## src/rtl/pipeline_hazard_controller_pkg.sv

```systemverilog
// Shared definitions for the pipeline hazard controller.
//   state_e  : sequencer state encoding (also visible on state_o)
//   action_e : per-cycle pipeline action selected by the sequencer
//   REG_ZERO : architectural zero register, never a real dependency
//   is_redirect : a control transfer resolved in MEM this cycle
package pipeline_hazard_controller_pkg;

   typedef enum logic [1:0] {
      ST_RUN        = 2'd0,
      ST_LOAD_STALL = 2'd1,
      ST_MEM_WAIT   = 2'd2
   } state_e;

   typedef enum logic [1:0] {
      ACT_NONE     = 2'd0,
      ACT_FREEZE   = 2'd1,
      ACT_REDIRECT = 2'd2,
      ACT_BUBBLE   = 2'd3
   } action_e;

   localparam logic [4:0] REG_ZERO = 5'd0;

   function automatic logic is_redirect(input logic topc, input logic jmp);
      return topc | jmp;
   endfunction

endpackage

```

## src/rtl/pipeline_hazard_controller_load_use_detect.sv

```systemverilog
// Load-use hazard compare between the instruction in ID and a load in EX.
// Ports:
//   id_rs_i, id_rt_i  : source registers of the ID instruction
//   id_uses_rt_i      : ID instruction actually reads rt
//   ex_mem_read_i     : ID/EX holds a load
//   ex_rt_i           : destination register of that load
//   hazard_o          : ID must wait for the load data
module load_use_detect
   import pipeline_hazard_controller_pkg::*;
(
   input  logic [4:0] id_rs_i,
   input  logic [4:0] id_rt_i,
   input  logic       id_uses_rt_i,
   input  logic       ex_mem_read_i,
   input  logic [4:0] ex_rt_i,
   output logic       hazard_o
);

   // A load into $zero never produces a value anyone can depend on.
   assign hazard_o = ex_mem_read_i & (ex_rt_i != REG_ZERO) &
                     ((ex_rt_i == id_rs_i) | (id_uses_rt_i & (ex_rt_i == id_rt_i)));

endmodule

```

## src/rtl/pipeline_hazard_controller.sv

```systemverilog
// Central stall/flush sequencer for the 5-stage pipeline.
// Ports:
//   clk, reset             : clock (rising edge), asynchronous active-low reset
//   id_*/ex_* inputs       : operands for the load-use compare
//   mem_topc_i, mem_jmp_i  : branch taken / jump resolved in EX/MEM
//   mem_req_i, mem_ready_i : data-memory access pending / completing
//   *_en_o, *_flush_o      : pipeline register load enables and bubble inserts
//   state_o                : sequencer state (0 RUN, 1 LOAD_STALL, 2 MEM_WAIT)
//   stall_cnt_o            : saturating count of cycles with pc_en_o low
//   flush_cnt_o            : saturating count of redirect events
//   mem_timeout_o          : sticky flag, a memory wait exceeded MEM_TIMEOUT
// Enables/flushes are combinational from state and inputs; state and
// counters update on the rising clock edge.
module pipeline_hazard_controller
   import pipeline_hazard_controller_pkg::*;
#(
   parameter int LOAD_STALL_CYCLES = 1,
   parameter int MEM_TIMEOUT       = 16,
   parameter int CNT_W             = 16
)(
   input  logic             clk,
   input  logic             reset,
   input  logic [4:0]       id_rs_i,
   input  logic [4:0]       id_rt_i,
   input  logic             id_uses_rt_i,
   input  logic             ex_mem_read_i,
   input  logic [4:0]       ex_rt_i,
   input  logic             mem_topc_i,
   input  logic             mem_jmp_i,
   input  logic             mem_req_i,
   input  logic             mem_ready_i,
   output logic             pc_en_o,
   output logic             ifid_en_o,
   output logic             idex_en_o,
   output logic             exmem_en_o,
   output logic             memwb_en_o,
   output logic             ifid_flush_o,
   output logic             idex_flush_o,
   output logic             exmem_flush_o,
   output logic             memwb_flush_o,
   output logic [1:0]       state_o,
   output logic [CNT_W-1:0] stall_cnt_o,
   output logic [CNT_W-1:0] flush_cnt_o,
   output logic             mem_timeout_o
);

   localparam int LD_W = (LOAD_STALL_CYCLES > 1) ? $clog2(LOAD_STALL_CYCLES) : 1;
   localparam int WT_W = (MEM_TIMEOUT > 1) ? $clog2(MEM_TIMEOUT) : 1;
   localparam logic [LD_W-1:0] LD_LAST = LD_W'((LOAD_STALL_CYCLES > 1) ? LOAD_STALL_CYCLES - 1 : 0);
   localparam logic [WT_W-1:0] WT_LAST = WT_W'((MEM_TIMEOUT > 0) ? MEM_TIMEOUT - 1 : 0);
   localparam logic [CNT_W-1:0] CNT_ONE = {{(CNT_W-1){1'b0}}, 1'b1};

   state_e            state_q, state_d;
   logic [LD_W-1:0]   ld_cnt_q, ld_cnt_d;
   logic [WT_W-1:0]   wait_cnt_q, wait_cnt_d;
   logic [CNT_W-1:0]  stall_cnt_q, stall_cnt_d;
   logic [CNT_W-1:0]  flush_cnt_q, flush_cnt_d;
   logic              timeout_q, timeout_d;
   action_e           action_s;
   logic              hazard_s;
   logic              mem_wait_s;
   logic              redirect_s;
   logic              timeout_hit_s;

   load_use_detect u_load_use_detect (
      .id_rs_i       (id_rs_i),
      .id_rt_i       (id_rt_i),
      .id_uses_rt_i  (id_uses_rt_i),
      .ex_mem_read_i (ex_mem_read_i),
      .ex_rt_i       (ex_rt_i),
      .hazard_o      (hazard_s)
   );

   assign mem_wait_s    = mem_req_i & ~mem_ready_i;
   assign redirect_s    = is_redirect(mem_topc_i, mem_jmp_i);
   // The wait count already includes the entry cycle, so the limit is one short.
   assign timeout_hit_s = (MEM_TIMEOUT != 0) && (wait_cnt_q >= WT_LAST);

   // Next-state and per-cycle action: memory wait beats redirect beats load-use.
   always_comb begin
      state_d    = state_q;
      ld_cnt_d   = ld_cnt_q;
      wait_cnt_d = wait_cnt_q;
      timeout_d  = timeout_q;
      action_s   = ACT_NONE;
      case (state_q)
         ST_RUN, ST_LOAD_STALL: begin
            if (mem_wait_s) begin
               action_s   = ACT_FREEZE;
               wait_cnt_d = {{(WT_W-1){1'b0}}, 1'b1};
               ld_cnt_d   = '0;
               state_d    = ST_MEM_WAIT;
            end else if (redirect_s) begin
               // A redirect squashes the stalled instruction, so any stall is abandoned.
               action_s = ACT_REDIRECT;
               ld_cnt_d = '0;
               state_d  = ST_RUN;
            end else if (state_q == ST_LOAD_STALL) begin
               action_s = ACT_BUBBLE;
               if (ld_cnt_q >= LD_LAST) begin
                  ld_cnt_d = '0;
                  state_d  = ST_RUN;
               end else begin
                  ld_cnt_d = ld_cnt_q + {{(LD_W-1){1'b0}}, 1'b1};
               end
            end else if (hazard_s) begin
               action_s = ACT_BUBBLE;
               if (LOAD_STALL_CYCLES > 1) begin
                  ld_cnt_d = {{(LD_W-1){1'b0}}, 1'b1};
                  state_d  = ST_LOAD_STALL;
               end else begin
                  ld_cnt_d = '0;
               end
            end else begin
               action_s = ACT_NONE;
            end
         end
         ST_MEM_WAIT: begin
            if (mem_ready_i || timeout_hit_s) begin
               // Release cycle: the instruction in MEM may still carry a redirect.
               action_s   = redirect_s ? ACT_REDIRECT : ACT_NONE;
               wait_cnt_d = '0;
               state_d    = ST_RUN;
               if (!mem_ready_i) begin
                  timeout_d = 1'b1;
               end else begin
                  timeout_d = timeout_q;
               end
            end else begin
               action_s = ACT_FREEZE;
               if (wait_cnt_q != {WT_W{1'b1}}) begin
                  wait_cnt_d = wait_cnt_q + {{(WT_W-1){1'b0}}, 1'b1};
               end else begin
                  wait_cnt_d = wait_cnt_q;
               end
            end
         end
         default: begin
            state_d    = ST_RUN;
            ld_cnt_d   = '0;
            wait_cnt_d = '0;
            action_s   = ACT_NONE;
         end
      endcase
   end

   // Output decode; everything held low while reset is asserted.
   always_comb begin
      pc_en_o       = 1'b1;
      ifid_en_o     = 1'b1;
      idex_en_o     = 1'b1;
      exmem_en_o    = 1'b1;
      memwb_en_o    = 1'b1;
      ifid_flush_o  = 1'b0;
      idex_flush_o  = 1'b0;
      exmem_flush_o = 1'b0;
      memwb_flush_o = 1'b0;
      if (!reset) begin
         pc_en_o    = 1'b0;
         ifid_en_o  = 1'b0;
         idex_en_o  = 1'b0;
         exmem_en_o = 1'b0;
         memwb_en_o = 1'b0;
      end else begin
         case (action_s)
            ACT_FREEZE: begin
               pc_en_o       = 1'b0;
               ifid_en_o     = 1'b0;
               idex_en_o     = 1'b0;
               exmem_en_o    = 1'b0;
               memwb_flush_o = 1'b1;
            end
            ACT_REDIRECT: begin
               ifid_flush_o  = 1'b1;
               idex_flush_o  = 1'b1;
               exmem_flush_o = 1'b1;
            end
            ACT_BUBBLE: begin
               pc_en_o      = 1'b0;
               ifid_en_o    = 1'b0;
               idex_flush_o = 1'b1;
            end
            ACT_NONE: begin
               pc_en_o = 1'b1;
            end
            default: begin
               pc_en_o = 1'b1;
            end
         endcase
      end
   end

   // Saturating statistics counters.
   always_comb begin
      stall_cnt_d = stall_cnt_q;
      flush_cnt_d = flush_cnt_q;
      if (!pc_en_o && (stall_cnt_q != {CNT_W{1'b1}})) begin
         stall_cnt_d = stall_cnt_q + CNT_ONE;
      end else begin
         stall_cnt_d = stall_cnt_q;
      end
      if ((action_s == ACT_REDIRECT) && (flush_cnt_q != {CNT_W{1'b1}})) begin
         flush_cnt_d = flush_cnt_q + CNT_ONE;
      end else begin
         flush_cnt_d = flush_cnt_q;
      end
   end

   // State and counter registers.
   always_ff @(posedge clk or negedge reset) begin
      if (!reset) begin
         state_q     <= ST_RUN;
         ld_cnt_q    <= '0;
         wait_cnt_q  <= '0;
         stall_cnt_q <= '0;
         flush_cnt_q <= '0;
         timeout_q   <= 1'b0;
      end else begin
         state_q     <= state_d;
         ld_cnt_q    <= ld_cnt_d;
         wait_cnt_q  <= wait_cnt_d;
         stall_cnt_q <= stall_cnt_d;
         flush_cnt_q <= flush_cnt_d;
         timeout_q   <= timeout_d;
      end
   end

   assign state_o       = state_q;
   assign stall_cnt_o   = stall_cnt_q;
   assign flush_cnt_o   = flush_cnt_q;
   assign mem_timeout_o = timeout_q;

endmodule

```

## config.mk

```make
export PLATFORM = sky130hd
export DESIGN_NAME = pipeline_hazard_controller
export DESIGN_NICKNAME = d
export VERILOG_FILES = /design/src/rtl/pipeline_hazard_controller_pkg.sv /design/src/rtl/pipeline_hazard_controller_load_use_detect.sv /design/src/rtl/pipeline_hazard_controller.sv
export SDC_FILE = /design/constraint.sdc
export NUM_CORES = 1
export LEC_CHECK = 0
export CELL_PAD_IN_SITES_DETAIL_PLACEMENT = 1
export CELL_PAD_IN_SITES_GLOBAL_PLACEMENT = 1
export CORE_UTILIZATION = 35
export CTS_CLUSTER_SIZE = 28
export DETAILED_ROUTE_END_ITERATION = 6
export GPL_ROUTABILITY_DRIVEN = 0
export PLACE_DENSITY = 0.81
export SLEW_MARGIN = 20
export SYNTH_ARGS = -nofsm -noshare
export SYNTH_HDL_FRONTEND = slang
export SYNTH_SLANG_ARGS = --single-unit
export TNS_END_PERCENT = 50
```

## constraint.sdc

```tcl
create_clock -name clk -period 2.3 [get_ports clk]
set_input_delay 0.345 -clock clk [delete_from_list [all_inputs] [get_ports clk]]
set_output_delay 0.345 -clock clk [all_outputs]
set_load 0.005 [all_outputs]
```

==> impl_metrics.ini <==
[power_and_ir_drop]
power_frac_seq_pct = 43.0
p_comb_share_pct = 37.6
swShare_pct = 34.7
clockPowerShare_pct = 19.4
p_leak_nw = 1.42
ir_drop_uv = 566
power_density_nw_per_um2 = 787
p_sw_w = 0.000869
power.internal_w = 0.00164

[yosys]
syn_inst = 201
yosys.area.top_type = dfrtp_1
yosysSeqAreaShare_pct = 45.6
synth_top_family_by_area = simple AND/OR/NAND/NOR gates
synth.cell_area_um2 = 2080
ys_ff_latch = 38
synth-compound-area-share_pct = 4.86
synth_top_area_share_pct = 45.6
synth-simple-area-share_pct = 25.0
synthAdderAreaFrac_pct = 1.80
muxShareOfSynthArea_pct = 3.72
syn-num-nets = 227
ys_warn_count = 0
synthXorXnorAreaFrac_pct = 15.5
synth.area.top_cells = dfrtp_1, xor2_1, xnor2_1, nor2_1, mux2_2
synth_cell_types = 42
syn_area_per_cell_um2 = 10.4

[setup_path]
reg2reg_from = wait_cnt_q[1]
ff2ff_setup_slack_ns = 0.10
crit_arrival_ns = 2.47
startpoint = id_rs_i[0]
path_max_fanout = 3
required_ns = 2.52
critPathLaunchType = input pin
ff2ff_path_depth = 10
critPathKind = input pin to flop
crit_path_end_kind = flop
reg2reg_to = stall_cnt_o[15]
crit_path_end = stall_cnt_o[15]

[final_layout]
drive_gt1_share_pct = 21.2
layout.cells.non_filler = 365
final_common_cell = clkdlybuf4s50_1
nets = 318
n_antenna_cell = 0
final_util_pct = 56.8
syn2layout_area_growth_pct = 52.7
layout_common_cells = clkdlybuf4s50_1, dfrtp_1, buf_4, xor2_1, nand2_1
fin_area_um2 = 3180
n_fill_cell = 651

[routing]
vias = 1885
wl_um = 6260
dr.pass1.iters = 4
via_per_inst = 5.16
ant_nets = 0
post_drt_wl_per_cell_um = 17.2
drt_iter0_drc = 28
drc = 0

[clocking]
cts_tree = done
cts.sinks = 38
ctsRootBufferMaster = clkbuf_8
clk_pin_slew_ns = 0.07
clk_latency_ns = 0.30
hold_buffers = 0
htreeDepth = 2
clk_path_buf_depth = 2
cts-buffers-inserted = 5

[floorplan]
num_rows = 27
core_um2 = 5610
die_area_um2 = 6270
die_w_um = 79.2
start_util_pct = 37.2
die_h_um = 79.2
pin_count = 67

[placement]
io_buffers = 65
placed_area_um2 = 2890
dp_hpwl_um = 4300
dp_cells = 348

[status]
status = completed

[global_route]
grt_pass1_wl_um = 9890
grt_pass1_vias = 1956
grt_max_degree = 31
grt.overflow.total = 0
antenna_found_initial = 0
grt_use_total_pct = 20.5

[timing]
finalClockSkew_ns = 0.00456
post-route-period-util_pct = 97.8
whs_ns = 0.0275
hold_violations = 0
drv_slew = 0
min_period_ns = 2.25
fmax_ghz = 0.445
setup_violations = 0

[min_path]
hold_path_class = input pin to async pin

[flow_run]
cap_violations = 0
==> worst min path at each step <==
stage	from	depth (start not counted)	slack [ns]	end
after global placement	reset	2	0.35	mem_timeout_o
after floorplan	reset	0	0.05	flush_cnt_o[0]
after global routing	reset	2	0.03	state_o[1]
final	reset	2	0.03	state_o[1]
after CTS	reset	2	0.03	state_o[1]
after detailed placement	reset	2	0.35	state_o[1]
==> cell families after synthesis <==
logic type	after synthesis
AND/OR/NAND/NOR	91
flip-flops	38
XOR/XNOR	37
AO/OA/AOI/OAI	13
buffers and inverters	11
multiplexers	7
adder cells (fa/ha/maj)	3
other	1
==> repair_timing <==
action,in CTS,in global routing
pin swaps,3,9
resized for setup,17,22
endpoints found under the hold margin,0,0
gates cloned,0,0
setup buffers,4,6
endpoints found under the setup margin,8,10
==> power by group through the flow <==
stage | Sequential, W | Clock [W] | Combinational (W)
4_1_cts | 0.00107 | 0.000503 | 0.000893
2_1_floorplan | 0.00105 | 0 | 0.000365
3_5_place_dp | 0.00109 | 0 | 0.000880
6_report | 0.00108 | 0.000485 | 0.000942
5_1_grt | 0.00111 | 0.000534 | 0.00103
3_3_place_gp | 0.00107 | 0 | 0.000849
==> final cells by class <==
class | count | area, µm² | area share (%)
clock buffer | 7 | 86.3 | 2.71
clock inverter | 1 | 5.00 | 0.157
inverter | 5 | 18.8 | 0.590
multi-input combinational | 152 | 1200 | 37.7
sequential | 38 | 951 | 29.9
tap | 72 | 90.1 | 2.83
timing repair buffer | 90 | 831 | 26.1
==> worst max-delay path, cell delays in order <==
cell and delay [ns]:
clkdlybuf4s50_1 0.49, xnor2_1 0.12, nand2_1 0.08, o22ai_2 0.20, buf_4 0.15, a31oi_4 0.11, buf_4 0.16, buf_4 0.13
buf_4 0.14, nor4_1 0.37, xor2_1 0.17
==> cells in the mapped netlist (all sizes together) <==
cell type  number
dfrtp          38
nor4b           3
nand3          14
o22ai           1
nand2          17
or4             1
xor2           24
nor3b           1
o21ai           4
nor3           12
mux2            6
a21o            1
a32o            1
xnor2          13
a21oi           2
and4            2
a31oi           1
o32a            1
and2            2
ha              3
nand4           7
inv             5
buf             6
nand2b          4
nor2           18
or2             1
or3             1
o31a            1
o21bai          1
and3            3
nor4            5
conb            1
mux2i           1
==> per-stage QoR <==
stage                     setup TNS, ns  setup WS [ns]  total power (W)
after CTS                       -0.0280        -0.0276          0.00247
after global placement            -1.55         -0.215          0.00192
after detailed placement          -2.79         -0.265          0.00197
after floorplan                       0          0.374          0.00142
final                                 0         0.0505          0.00250
after global routing            -0.0384        -0.0201          0.00267
==> layer usage <==
| layer | vias up | share of wire (%) | track usage [%] |
|---|---|---|---|
| met5 | - | 0 | 0 |
| met4 | 0 | 2.7 | 5.45 |
| met3 | 15 | 4.5 | 4.94 |
| met2 | 53 | 52 | 35.8 |
| met1 | 932 | 41 | 25.2 |
| li1 | 885 | - | - |
==> state kept, by name, indices dropped and copies added (netlist names) <==
signal / cells
flush_cnt_o: 16
wait_cnt_q: 4
mem_timeout_o: 1
state_o: 1
stall_cnt_o: 16
No activity file was read; power rests on OpenSTA's default activity.
